[config.mk]
export PLATFORM = sky130hd
export DESIGN_NAME = apb_txn_requester_flat
export DESIGN_NICKNAME = d
export VERILOG_FILES = /design/src/rtl/apb_req_pkg.sv /design/src/rtl/apb_txn_requester_if.sv /design/src/rtl/sat_counter.sv /design/src/rtl/apb_txn_requester.sv /design/src/flat_wrapper.sv
export SDC_FILE = /design/constraint.sdc
export NUM_CORES = 1
export LEC_CHECK = 0
export CAP_MARGIN = 20
export CORE_MARGIN = 2
export CORE_UTILIZATION = 40
export CTS_CLUSTER_DIAMETER = 200
export DETAILED_ROUTE_END_ITERATION = 16
export PLACE_DENSITY = 0.77
export SETUP_SLACK_MARGIN = 0.2
export SLEW_MARGIN = 20
export SYNTH_ARGS = -nofsm -noshare
export SYNTH_HDL_FRONTEND = slang
export SYNTH_SLANG_ARGS = --single-unit
[constraint.sdc]
create_clock -name pclk -period 1.96 [get_ports pclk]
set_input_delay 0.392 -clock pclk [delete_from_list [all_inputs] [get_ports pclk]]
set_output_delay 0.392 -clock pclk [all_outputs]
set_load 0.1 [all_outputs]
[src/rtl/apb_req_pkg.sv]
// Shared types and constants for the APB transaction requester.
package apb_req_pkg;

  typedef enum logic [1:0] {
    StIdle,
    StSetup,
    StAccess,
    StResp
  } apb_req_state_e;

  localparam int unsigned DefaultTimeout = 1024;

endpackage

[src/rtl/apb_txn_requester_if.sv]
// APB bus bundle between the requester (master) and a completer (slave).
interface apb_txn_requester_if #(
  parameter int unsigned ADDR_WIDTH = 32,
  parameter int unsigned DATA_WIDTH = 32
);
  logic                  psel;
  logic                  penable;
  logic [ADDR_WIDTH-1:0] paddr;
  logic                  pwrite;
  logic [DATA_WIDTH-1:0] pwdata;
  logic [DATA_WIDTH-1:0] prdata;
  logic                  pready;
  logic                  pslverr;

  modport master (
    output psel, penable, paddr, pwrite, pwdata,
    input  prdata, pready, pslverr
  );

  modport slave (
    input  psel, penable, paddr, pwrite, pwdata,
    output prdata, pready, pslverr
  );
endinterface

[src/rtl/sat_counter.sv]
// Up-counter that sticks at all-ones; clear has priority over increment.
module sat_counter #(
  parameter int unsigned WIDTH = 16
) (
  input  logic             clk_i,
  input  logic             rst_ni,
  input  logic             clear_i,
  input  logic             inc_i,
  output logic [WIDTH-1:0] count_o
);
  logic [WIDTH-1:0] count_d, count_q;

  always_comb begin
    count_d = count_q;
    if (clear_i) begin
      count_d = '0;
    end else if (inc_i && (count_q != {WIDTH{1'b1}})) begin
      count_d = count_q + WIDTH'(1);
    end
  end

  always_ff @(posedge clk_i or negedge rst_ni) begin
    if (!rst_ni) begin
      count_q <= '0;
    end else begin
      count_q <= count_d;
    end
  end

  assign count_o = count_q;
endmodule

[src/rtl/apb_txn_requester.sv]
// Turns one command into one APB transfer and reports data, error, timeout and latency.
// Defining APB_REQ_STATS_EN adds transaction/error/timeout counters and a max-latency tracker.
module apb_txn_requester
  import apb_req_pkg::*;
#(
  parameter int unsigned ADDR_WIDTH     = 32,
  parameter int unsigned DATA_WIDTH     = 32,
  parameter int unsigned LAT_WIDTH      = 16,
  parameter int unsigned TIMEOUT_CYCLES = DefaultTimeout
) (
  input  logic                  pclk,
  input  logic                  preset_n,
  input  logic                  cmd_valid,
  output logic                  cmd_ready,
  input  logic [ADDR_WIDTH-1:0] cmd_addr,
  input  logic                  cmd_write,
  input  logic [DATA_WIDTH-1:0] cmd_wdata,
  output logic                  rsp_valid,
  output logic [DATA_WIDTH-1:0] rsp_rdata,
  output logic                  rsp_err,
  output logic                  rsp_timeout,
  output logic [LAT_WIDTH-1:0]  rsp_latency,
`ifdef APB_REQ_STATS_EN
  input  logic                  stat_clear,
  output logic [31:0]           stat_txn_count,
  output logic [31:0]           stat_timeout_count,
  output logic [31:0]           stat_err_count,
  output logic [LAT_WIDTH-1:0]  stat_max_latency,
`endif
  apb_txn_requester_if.master   apb
);
  localparam int unsigned WaitWidth = $clog2(TIMEOUT_CYCLES);

  apb_req_state_e state_d, state_q;

  logic [ADDR_WIDTH-1:0] paddr_q;
  logic                  pwrite_q;
  logic [DATA_WIDTH-1:0] pwdata_q;
  logic [DATA_WIDTH-1:0] rsp_rdata_q;
  logic                  rsp_err_q;
  logic                  rsp_timeout_q;
  logic [LAT_WIDTH-1:0]  rsp_latency_q;
  logic [LAT_WIDTH-1:0]  lat_cnt;
  logic [WaitWidth-1:0]  wait_cnt;
  logic                  accept;
  logic                  timeout_hit;

  assign accept      = cmd_valid && cmd_ready;
  assign timeout_hit = (state_q == StAccess) && !apb.pready &&
                       (wait_cnt == WaitWidth'(TIMEOUT_CYCLES - 1));

  // Reads 1 in SETUP and SETUP+k during the k-th ACCESS cycle, i.e. cycles with psel high.
  sat_counter #(.WIDTH(LAT_WIDTH)) u_lat_cnt (
    .clk_i   (pclk),
    .rst_ni  (preset_n),
    .clear_i (state_q == StResp),
    .inc_i   (accept || (state_q == StSetup) || (state_q == StAccess)),
    .count_o (lat_cnt)
  );

  // Reads k-1 during the k-th ACCESS cycle.
  sat_counter #(.WIDTH(WaitWidth)) u_wait_cnt (
    .clk_i   (pclk),
    .rst_ni  (preset_n),
    .clear_i (state_q != StAccess),
    .inc_i   (state_q == StAccess),
    .count_o (wait_cnt)
  );

  always_ff @(posedge pclk or negedge preset_n) begin
    if (!preset_n) begin
      state_q <= StIdle;
    end else begin
      state_q <= state_d;
    end
  end

  always_comb begin
    state_d = state_q;
    unique case (state_q)
      StIdle:   if (accept) state_d = StSetup;
      StSetup:  state_d = StAccess;
      StAccess: if (apb.pready || timeout_hit) state_d = StResp;
      StResp:   state_d = StIdle;
      default:  state_d = StIdle;
    endcase
  end

  // cmd_ready also looks at preset_n so it stays low during reset even though state is IDLE.
  always_comb begin
    cmd_ready   = 1'b0;
    apb.psel    = 1'b0;
    apb.penable = 1'b0;
    rsp_valid   = 1'b0;
    unique case (state_q)
      StIdle:   cmd_ready = preset_n;
      StSetup:  apb.psel = 1'b1;
      StAccess: begin
        apb.psel    = 1'b1;
        apb.penable = 1'b1;
      end
      StResp:   rsp_valid = 1'b1;
      default:  cmd_ready = 1'b0;
    endcase
  end

  always_ff @(posedge pclk or negedge preset_n) begin
    if (!preset_n) begin
      paddr_q  <= '0;
      pwrite_q <= 1'b0;
      pwdata_q <= '0;
    end else if (accept) begin
      paddr_q  <= cmd_addr;
      pwrite_q <= cmd_write;
      pwdata_q <= cmd_wdata;
    end
  end

  // Completion takes precedence over a timeout expiring in the same cycle.
  always_ff @(posedge pclk or negedge preset_n) begin
    if (!preset_n) begin
      rsp_rdata_q   <= '0;
      rsp_err_q     <= 1'b0;
      rsp_timeout_q <= 1'b0;
      rsp_latency_q <= '0;
    end else if ((state_q == StAccess) && apb.pready) begin
      rsp_rdata_q   <= pwrite_q ? '0 : apb.prdata;
      rsp_err_q     <= apb.pslverr;
      rsp_timeout_q <= 1'b0;
      rsp_latency_q <= lat_cnt;
    end else if (timeout_hit) begin
      rsp_rdata_q   <= '0;
      rsp_err_q     <= 1'b1;
      rsp_timeout_q <= 1'b1;
      rsp_latency_q <= lat_cnt;
    end
  end

  assign apb.paddr   = paddr_q;
  assign apb.pwrite  = pwrite_q;
  assign apb.pwdata  = pwdata_q;
  assign rsp_rdata   = rsp_rdata_q;
  assign rsp_err     = rsp_err_q;
  assign rsp_timeout = rsp_timeout_q;
  assign rsp_latency = rsp_latency_q;

`ifdef APB_REQ_STATS_EN
  logic                 resp_fire;
  logic [LAT_WIDTH-1:0] max_lat_q;

  assign resp_fire = (state_q == StResp);

  sat_counter #(.WIDTH(32)) u_stat_txn (
    .clk_i   (pclk),
    .rst_ni  (preset_n),
    .clear_i (stat_clear),
    .inc_i   (resp_fire),
    .count_o (stat_txn_count)
  );

  sat_counter #(.WIDTH(32)) u_stat_timeout (
    .clk_i   (pclk),
    .rst_ni  (preset_n),
    .clear_i (stat_clear),
    .inc_i   (resp_fire && rsp_timeout_q),
    .count_o (stat_timeout_count)
  );

  sat_counter #(.WIDTH(32)) u_stat_err (
    .clk_i   (pclk),
    .rst_ni  (preset_n),
    .clear_i (stat_clear),
    .inc_i   (resp_fire && rsp_err_q),
    .count_o (stat_err_count)
  );

  always_ff @(posedge pclk or negedge preset_n) begin
    if (!preset_n) begin
      max_lat_q <= '0;
    end else if (stat_clear) begin
      max_lat_q <= '0;
    end else if (resp_fire && (rsp_latency_q > max_lat_q)) begin
      max_lat_q <= rsp_latency_q;
    end
  end

  assign stat_max_latency = max_lat_q;
`endif
endmodule

[src/flat_wrapper.sv]
// flat-port wrapper written by rule: the top's interface ports become plain ports
module apb_txn_requester_flat import apb_req_pkg::*;
#(
  parameter int unsigned ADDR_WIDTH     = 32,
  parameter int unsigned DATA_WIDTH     = 32,
  parameter int unsigned LAT_WIDTH      = 16,
  parameter int unsigned TIMEOUT_CYCLES = DefaultTimeout
)
  (pclk, preset_n, cmd_valid, cmd_ready, cmd_addr, cmd_write, cmd_wdata, rsp_valid, rsp_rdata, rsp_err, rsp_timeout, rsp_latency, apb_psel, apb_penable, apb_paddr, apb_pwrite, apb_pwdata, apb_prdata, apb_pready, apb_pslverr);
  apb_txn_requester_if #(.ADDR_WIDTH(ADDR_WIDTH), .DATA_WIDTH(DATA_WIDTH)) apb_i ();
  input  logic pclk;
  input  logic preset_n;
  input  logic cmd_valid;
  output logic cmd_ready;
  input  logic [ADDR_WIDTH-1:0] cmd_addr;
  input  logic cmd_write;
  input  logic [DATA_WIDTH-1:0] cmd_wdata;
  output logic rsp_valid;
  output logic [DATA_WIDTH-1:0] rsp_rdata;
  output logic rsp_err;
  output logic rsp_timeout;
  output logic [LAT_WIDTH-1:0] rsp_latency;
  output wire logic [$bits(apb_i.psel)-1:0] apb_psel;
  output wire logic [$bits(apb_i.penable)-1:0] apb_penable;
  output wire logic [$bits(apb_i.paddr)-1:0] apb_paddr;
  output wire logic [$bits(apb_i.pwrite)-1:0] apb_pwrite;
  output wire logic [$bits(apb_i.pwdata)-1:0] apb_pwdata;
  input wire logic [$bits(apb_i.prdata)-1:0] apb_prdata;
  input wire logic [$bits(apb_i.pready)-1:0] apb_pready;
  input wire logic [$bits(apb_i.pslverr)-1:0] apb_pslverr;
  assign apb_psel = apb_i.psel;
  assign apb_penable = apb_i.penable;
  assign apb_paddr = apb_i.paddr;
  assign apb_pwrite = apb_i.pwrite;
  assign apb_pwdata = apb_i.pwdata;
  assign apb_i.prdata = apb_prdata;
  assign apb_i.pready = apb_pready;
  assign apb_i.pslverr = apb_pslverr;
  apb_txn_requester #(.ADDR_WIDTH(ADDR_WIDTH), .DATA_WIDTH(DATA_WIDTH), .LAT_WIDTH(LAT_WIDTH), .TIMEOUT_CYCLES(TIMEOUT_CYCLES)) u_core (.pclk(pclk), .preset_n(preset_n), .cmd_valid(cmd_valid), .cmd_ready(cmd_ready), .cmd_addr(cmd_addr), .cmd_write(cmd_write), .cmd_wdata(cmd_wdata), .rsp_valid(rsp_valid), .rsp_rdata(rsp_rdata), .rsp_err(rsp_err), .rsp_timeout(rsp_timeout), .rsp_latency(rsp_latency), .apb(apb_i));
endmodule
==> reports/metrics.csv, run 1 <==
metric,value,unit
vias_per_cell,5.12,
ys_seq_elements,143,
slowest_stage,dfrtp_1,
grt_antenna_before_repair,0,
relSlewSlack,0.506,
critical_path_buf_inv_count,3,
cts_root_buffer,clkbuf_16,
wirelength,15300,µm
final_layout_size_suffix_gt1_frac,0.460,
stdcell_count,876,
grt_overflow,0,
synth_fa_ha_area_frac,0.0150,
path_clk_slew,0.06,ns
synth_top_family_by_area,multiplexers,
crit_path_start_kind,flip-flop,
yosysMostFrequentCell,dfrtp_1,
crit_chain,"buf_6, ha_4, buf_6, buf_12",
grt_pass1_wl,24500,µm
syn_inst,424,
drc_errors,0,
antenna_left,0,
fp.coreArea,0.0144,mm²
synthSimpleGateAreaFrac,0.0832,
crit_required,1.57,ns
final_nets,788,
gp_congestion,0.763,
ys_warn_count,0,
arrival,1.41,ns
crit_type,reg2out,
detail_route.wl_per_cell,17.5,µm
fin_skew,0.00891,ns
drtIter0Drc,372,
slowest_delay,0.40,ns
initial_core_util,0.406,
synth_edf_count,0,
hold_viol_final,0,
whs,0.0828,ns
antenna_cells,0,
end_kind,output pin,
crit_top_cell,buf_6,
yosysTopAreaCell,dfrtp_1,
dieHeight,125,µm
syn_to_final_growth,55.9,%
timing.final.crit_share,0.921,
setup_viol,0,
clk_latency,0.42,ns
dp_cells,829,
io_pins,221,
synthTopCellsByArea,"dfrtp_1 (61%), mux2_2 (17%), a22o_1 (4.8%)",
rows,44,
critPathMaxFanout,3,
synth_common_cells,"dfrtp_1 (143), mux2_2 (88), a22o_1 (32), nor2_1 (22), nand2_1 (14)",
syn_area_per_cell,13.8,µm²
clk_path_buf_depth,2,
synth_flop_cell,dfrtp_1,
final_core_util,0.633,
synth.top_cell.area_share,0.613,
status,"complete, no violations",
num_vias,4482,
rsz0062_at_grt,yes,
worst_slew_pin_slew,0.740,ns
seq_area_frac_synth,0.613,
first_global_vias,4894,
cts_tree,yes,
syn_nets,533,
drt_pass1_iterations,4,
maxSlewViolCount,0,
cts_max_level,4,
synth.area.mux_share,0.177,
synth_compound_area_frac,0.0830,
cts_sinks,143,
async_flop_share,1.00,
hold_class,in2async,
dieArea,0.0156,mm²
dp.final_hpwl,10800,µm
fmax,554,MHz
critPathTopFamily,buffers and inverters,
synthesis.area,0.00583,mm²
maxCapViolations,0,
yosys.area_share.xor_xnor,0.00600,
grt_usage,0.199,
grt_max_degree,133,
port_buffers,220,
synthDistinctLibCells,39,
chipWidth,125,µm
numCtsBuffers,17,
post-route-min-period,1.80,ns
-- routing by layer --
metal / GRT usage / wire length [µm] / vias to the layer above / share of wire
met5: 0 / 0 / - / 0
met4: 0.0925 / 355 / 0 / 0.023
met3: 0.0743 / 1290 / 23 / 0.084
met2: 0.331 / 7710 / 187 / 0.50
met1: 0.229 / 5950 / 2213 / 0.39
li1: - / - / 2059 / -
-- metrics by stage --
stage	TNS [ns]	area, µm²	setup WS [ns]
2_1_floorplan	0	5920	0.146
3_3_place_gp	-0.726	8250	-0.0947
3_5_place_dp	-1.07	8250	-0.111
4_1_cts	0	8980	0.140
5_1_grt	0	9090	0.0999
6_report	0	9090	0.155
-- final cells by class --
class | instances | area [µm²]
clock inverter | 13 | 140
clock buffer | 19 | 443
tap | 184 | 230
fill | 1055 | 5280
timing repair buffer | 258 | 2330
sequential | 143 | 3580
inverter | 5 | 18.8
multi-input combinational | 254 | 2350
-- flip-flops by register name (all words and copies together) (netlist names), 2 cells and up --
register                   flops
u_core.u_lat_cnt.count_o      16
u_core.state_q                 2
u_core.apb.pwdata             32
u_core.rsp_latency            16
u_core.u_wait_cnt.count_o     10
u_core.rsp_rdata              32
u_core.apb.paddr              32
-- repair_timing --
item	in CTS	in global routing
endpoints found under the hold margin	11	0
setup endpoints to repair	17	51
pin swaps	7	7
setup buffers	7	6
gates cloned	0	1
gates resized for setup	15	19
hold buffers	1	0
-- worst register-to-register path: cells and delay by family (launching register included) --
| kind | cells | cell delay (ns) |
|---|---|---|
| compound gates | 1 | 0.14 |
| buf+inv | 2 | 0.27 |
| simple gates | 3 | 0.74 |
| fa+ha+maj | 1 | 0.17 |
| flops | 1 | 0.39 |
-- worst paths after layout --
kind,from,end,slack [ns],depth (start not counted)
worst min register to register,u_core.apb.paddr[29]$_DFFE_PN0P_,u_core.apb.paddr[29]$_DFFE_PN0P_,0.51,1
min in group pclk,preset_n,u_core.state_q[0]$_DFFE_PN0P_,0.46,4
worst max register to register,u_core.state_q[0]$_DFFE_PN0P_,u_core.u_lat_cnt.count_o[11]$_DFFE_PN0P_,0.17,7
worst max-delay path,u_core.state_q[1]$_DFFE_PN0P_,apb_penable,0.16,4
worst min-delay path,preset_n,u_core.rsp_latency[14]$_DFFE_PN0P_,0.08,2
max in group asynchronous,preset_n,u_core.apb.paddr[3]$_DFFE_PN0P_,1.12,2
-- cell usage in the layout (no fill, tap or decap), types with 2 or more instances in the layout --
cell type / netlist / routed
buf_12: 0 / 10
nor2_2: 0 / 2
bufinv_16: 0 / 2
nor4_4: 0 / 4
nor2b_1: 8 / 8
nand3_1: 6 / 4
clkbuf_16: 0 / 17
ha_4: 0 / 3
buf_4: 1 / 141
ha_1: 7 / 2
mux2_2: 88 / 87
xor2_1: 4 / 4
nand3_2: 1 / 2
inv_2: 0 / 3
ha_2: 0 / 2
clkinvlp_4: 0 / 4
clkdlybuf4s50_1: 0 / 100
inv_1: 5 / 2
and2_1: 3 / 2
a22o_1: 32 / 32
or4_4: 0 / 4
o21ai_0: 5 / 5
nor2_1: 22 / 20
clkinv_2: 0 / 3
a21oi_2: 0 / 4
mux2i_1: 3 / 3
a21oi_1: 12 / 8
and3_1: 6 / 5
dfrtp_2: 0 / 5
nand2_1: 14 / 13
dfrtp_1: 143 / 138
o2111ai_1: 2 / 2
buf_6: 2 / 5
nand4_1: 5 / 5
or4_1: 7 / 3
clkinv_4: 0 / 3
o31ai_1: 8 / 8
nor4_2: 0 / 3
-- cell families (layout without fill, tap and decap cells) --
family / count (synthesis) / count (layout)
flip-flops: 143 / 143
multiplexers: 92 / 92
AND/OR/NAND/NOR: 87 / 87
AO/OA/AOI/OAI: 64 / 64
buffers and inverters: 27 / 295
adder cells (fa/ha/maj): 7 / 7
XOR/XNOR: 4 / 4
Power of run 1 is left out: the tool's default activity adds up to more than one toggle a clock period on the data nets, which glitch-free logic cannot reach.
==> inputs of run 2 (changes only) <==
SETUP_SLACK_MARGIN = 0.5   (was 0.2)
==> run 2 against run 1 <==
Compared with the run above: maximum frequency shrank 1.6%; flip-flop and latch count is the same; clock-buffer cell count shrank 2; sequential share of layout area shrank 4.1 points; design area grew 12%; via count grew 4.5%; final cell count grew 1.6%; register-to-register slack lost 0.04 ns; non-clock buffer count grew 15; setup slack lost 0.030 ns.
==> reports/metrics.csv, run 2 (synthesized netlist as in run 1, its figures left out) <==
metric,value,unit,change
whs,0.126,ns,+0.0435 ns
port_buffers,220,,unchanged
num_vias,4682,,+4.5%
timing.final.crit_share,0.936,,+0.0151
hold_class,in2async,,
io_pins,221,,unchanged
r2r_slack,0.13,ns,-0.04 ns
cts_sinks,143,,unchanged
drc_errors,0,,unchanged
stdcell_count,890,,+1.6%
maxSlewViolCount,0,,unchanged
crit_required,2.30,ns,+0.73 ns
dieHeight,125,µm,unchanged
path_clk_slew,0.06,ns,about the same
detail_route.wl_per_cell,20.3,µm,+16%
vias_per_cell,5.26,,+2.8%
dp_cells,820,,-1.1%
antenna_left,0,,unchanged
worst_slew_pin_slew,0.752,ns,+0.0115 ns
grt_max_degree,142,,+6.8%
final_cell_mix,"dfrtp_1 (133), buf_6 (105), clkdlybuf4s50_1 (100)",,
grt_usage,0.214,,+0.0150
numCtsBuffers,17,,unchanged
cts_root_buffer,clkbuf_16,,
hold_viol_final,0,,unchanged
relSlewSlack,0.499,,-0.00766
final_nets,803,,+1.9%
fmax,545,MHz,-1.6%
gp_congestion,0.807,,+5.8%
clk_latency,0.42,ns,about the same
end_kind,flip-flop,,
final_common_cell,dfrtp_1,,
cts_tree,yes,,
drt_pass1_iterations,4,,unchanged
status,"complete, no violations",,
critPathMaxFanout,13,,+10
crit_type,reg2reg,,
syn_to_final_growth,74.5,%,
first_global_vias,4845,,-1.0%
grt_antenna_before_repair,0,,unchanged
drtIter0Drc,227,,-39%
crit-reg2reg-launch,u_core.state_q[0]$_DFFE_PN0P_,,
post-route-min-period,1.83,ns,+0.0296 ns
cts_max_level,4,,unchanged
grt_pass1_wl,26200,µm,+6.9%
fin_skew,0.0106,ns,+0.00164 ns
rows,44,,unchanged
slowest_delay,0.54,ns,+0.14 ns
slowest_stage,or4_1,,
setup_viol,0,,unchanged
crit_path_start_kind,flip-flop,,
rr_endpoint,u_core.u_lat_cnt.count_o[4]$_DFFE_PN0P_,,
fp.coreArea,0.0144,mm²,unchanged
wirelength,18100,µm,+18%
arrival,2.18,ns,+0.77 ns
clk_path_buf_depth,2,,unchanged
chipWidth,125,µm,unchanged
antenna_cells,0,,unchanged
grt_overflow,0,,unchanged
rr_worst_depth,7,,unchanged
final_layout_size_suffix_gt1_frac,0.497,,+0.0376
maxCapViolations,0,,unchanged
initial_core_util,0.406,,unchanged
rsz0062_at_grt,yes,,
crit_chain,"inv_2, ha_4, nand3_2, nor3b_4, buf_12, or4_1, a21oi_2",,
dp.final_hpwl,11000,µm,+2.0%
dieArea,0.0156,mm²,unchanged
-- run 2: critical path, delay by kind of cell, from the launching register on --
family | cells | cell delay, ns
AOI/OAI and AO/OA | 1 | 0.15
adders and majority gates | 1 | 0.17
buffers and inverters | 2 | 0.27
DFF | 1 | 0.39
and+or+nand+nor | 3 | 0.79
-- run 2: layer usage --
metal	up-vias	global-route usage	wire, µm
met5	-	0	0
met3	29	0.0619	1040
met2	162	0.369	9680
li1	2095	-	-
met1	2396	0.255	6960
met4	0	0.0793	375
-- run 2: worst max path at each step --
| stage | start | endpoint | slack, ns | cells after the start |
|---|---|---|---|---|
| 2_1_floorplan | u_core.state_q[0]$_DFFE_PN0P_ | u_core.u_lat_cnt.count_o[14]$_DFFE_PN0P_ | 0.15 | 6 |
| 3_3_place_gp | cmd_valid | u_core.u_lat_cnt.count_o[11]$_DFFE_PN0P_ | -0.06 | 6 |
| 3_5_place_dp | cmd_valid | u_core.u_lat_cnt.count_o[2]$_DFFE_PN0P_ | -0.10 | 6 |
| 4_1_cts | u_core.state_q[0]$_DFFE_PN0P_ | cmd_ready | 0.17 | 4 |
| 5_1_grt | u_core.state_q[0]$_DFFE_PN0P_ | u_core.u_lat_cnt.count_o[2]$_DFFE_PN0P_ | 0.05 | 7 |
| 6_report | u_core.state_q[0]$_DFFE_PN0P_ | u_core.u_lat_cnt.count_o[4]$_DFFE_PN0P_ | 0.13 | 7 |
-- run 2: layout make-up --
type                            instances  area (µm²)
Fill cell                             921        4190
Sequential cell                       143        3590
Tap cell                              184         230
Inverter                                5        26.3
Timing Repair Buffer                  273        3170
Multi-Input combinational cell        254        2550
Clock inverter                         14         189
Clock buffer                           17         425
-- run 2: repair_timing --
item,CTS,global route
hold buffers,1,0
buffers inserted,21,10
pin swaps,12,19
gates resized for setup,44,187
cloned,4,3
endpoints found under the setup margin,227,257
endpoints found under the hold margin,2,0
-- run 2: metrics by stage --
stage          setup slack [ns]  area, µm²   util  TNS (ns)
2_1_floorplan             0.149       6040      -         0
6_report                  0.126      10200  0.708         0
3_3_place_gp            -0.0630       8210  0.571     -1.61
4_1_cts                   0.165       9300  0.648         0
3_5_place_dp             -0.101       8210  0.571     -4.69
5_1_grt                  0.0490      10200  0.708         0
Power of run 2 is left out for the same reason.
==> inputs of run 3 (changes only) <==
SETUP_SLACK_MARGIN = 0.02   (was 0.5)
SLEW_MARGIN = 10   (was 20)
==> run 3 against run 2 <==
Compared with the run above: via count shrank 5.6%; core utilization is 9.5 points lower; sequential share of layout area rose by 5.3 points; wire length fell by 17%; die area unchanged.
==> reports/metrics.csv, run 3 (synthesized netlist as in run 1, its figures left out) <==
metric,value,unit,change
setup_viol,0,,unchanged
detail_route.wl_per_cell,17.5,µm,-14%
grt_pass1_wl,24600,µm,-6.4%
status,"complete, no violations",,
arrival,1.47,ns,-0.71 ns
path_clk_slew,0.06,ns,about the same
worst_slew_pin_slew,0.558,ns,-0.194 ns
design_area,0.00881,mm²,-13%
antenna_cells,0,,unchanged
final_common_cell,dfrtp_1,,
clk_path_buf_depth,2,,unchanged
grt_max_degree,110,,-23%
numCtsBuffers,17,,unchanged
timing.final.crit_share,0.952,,+0.0165
cts_root_buffer,clkbuf_16,,
end_kind,output pin,,
hold_viol_final,0,,unchanged
dieHeight,125,µm,unchanged
critPathMaxFanout,3,,-10
crit_required,1.57,ns,-0.73 ns
relSlewSlack,0.628,,+0.129
maxCapViolations,0,,unchanged
grt_usage,0.199,,-0.0151
antenna_left,0,,unchanged
rsz0062_at_grt,no,,
nFillCells,1121,,+22%
num_vias,4419,,-5.6%
final_layout_size_suffix_gt1_frac,0.410,,-0.0874
wirelength,15000,µm,-17%
drtIter0Drc,208,,-8.4%
initial_core_util,0.406,,unchanged
crit_path_start_kind,flip-flop,,
hold_class,in2async,,
setup_tns,0,ns,unchanged
grt_overflow,0,,unchanged
syn_to_final_growth,51.0,%,
dieArea,0.0156,mm²,unchanged
port_buffers,220,,unchanged
final_nets,774,,-3.6%
grt_antenna_before_repair,0,,unchanged
whs,0.0263,ns,-0.100 ns
maxSlewViolCount,0,,unchanged
cts_max_level,4,,unchanged
vias_per_cell,5.14,,-2.3%
chipWidth,125,µm,unchanged
first_global_vias,4784,,-1.3%
fin_skew,0.00759,ns,-0.00296 ns
cts_sinks,143,,unchanged
gp_congestion,0.778,,-3.6%
io_pins,221,,unchanged
cts_hold_buf,0,,-1
dp.final_hpwl,11000,µm,about the same
rows,44,,unchanged
dpl_cell_area,0.00821,mm²,about the same
cts_tree,yes,,
drc_errors,0,,unchanged
crit_type,reg2out,,
drt_pass1_iterations,4,,unchanged
final_cell_mix,"dfrtp_1 (143), buf_4 (131), clkdlybuf4s50_1 (100)",,
clk_latency,0.42,ns,about the same
fmax,536,MHz,-1.7%
fp.coreArea,0.0144,mm²,unchanged
post-route-min-period,1.87,ns,+0.0323 ns
==> run 3: critical path, cell delays in order, from the launching register on <==
cell and delay (ns):
dfrtp_1 0.39, inv_2 0.09, ha_4 0.15, buf_4 0.11, and2_4 0.14, buf_12 0.17
==> run 3: layout make-up <==
cell class | count | area [µm²] | share of cell area
sequential | 143 | 3580 | 0.406
multi-input combinational | 254 | 2200 | 0.250
clock inverter | 10 | 90.1 | 0.0102
timing repair buffer | 244 | 2230 | 0.254
inverter | 5 | 18.8 | 0.00213
clock buffer | 20 | 457 | 0.0518
tap | 184 | 230 | 0.0261
==> run 3: timing repair <==
item	4_1_cts	5_1_grt
endpoints found under the setup margin	12	12
setup buffers	0	1
resized for setup	4	9
pin swaps	1	0
==> run 3: path summary, 6_finish.rpt <==
path | from | end | slack [ns] | depth (start not counted)
max | u_core.state_q[0]$_DFFE_PN0P_ | cmd_ready | 0.09 | 5
min | preset_n | u_core.state_q[1]$_DFFE_PN0P_ | 0.03 | 2
max reg2reg | u_core.state_q[0]$_DFFE_PN0P_ | u_core.u_lat_cnt.count_o[7]$_DFFE_PN0P_ | 0.12 | 5
min reg2reg | u_core.apb.pwdata[16]$_DFFE_PN0P_ | u_core.apb.pwdata[16]$_DFFE_PN0P_ | 0.51 | 1
max in group asynchronous | preset_n | u_core.apb.paddr[8]$_DFFE_PN0P_ | 1.01 | 3
min in group pclk | u_core.apb.pwdata[16]$_DFFE_PN0P_ | u_core.apb.pwdata[16]$_DFFE_PN0P_ | 0.51 | 1
==> run 3: through the flow <==
step / util / instances / worst slack [ns]
6_report: 0.613 / 860 / 0.0936
5_1_grt: 0.613 / 860 / 0.0276
4_1_cts: 0.611 / 860 / -0.0246
3_5_place_dp: 0.571 / 830 / -0.295
3_3_place_gp: 0.571 / 830 / -0.264
2_1_floorplan: - / 424 / -0.00347
==> run 3: per-layer routing <==
| layer | track usage | part of all wire |
|---|---|---|
| met5 | 0 | 0 |
| met4 | 0.0826 | 0.025 |
| met3 | 0.0640 | 0.071 |
| met2 | 0.336 | 0.51 |
| met1 | 0.235 | 0.40 |
Power of run 3 is left out for the same reason.
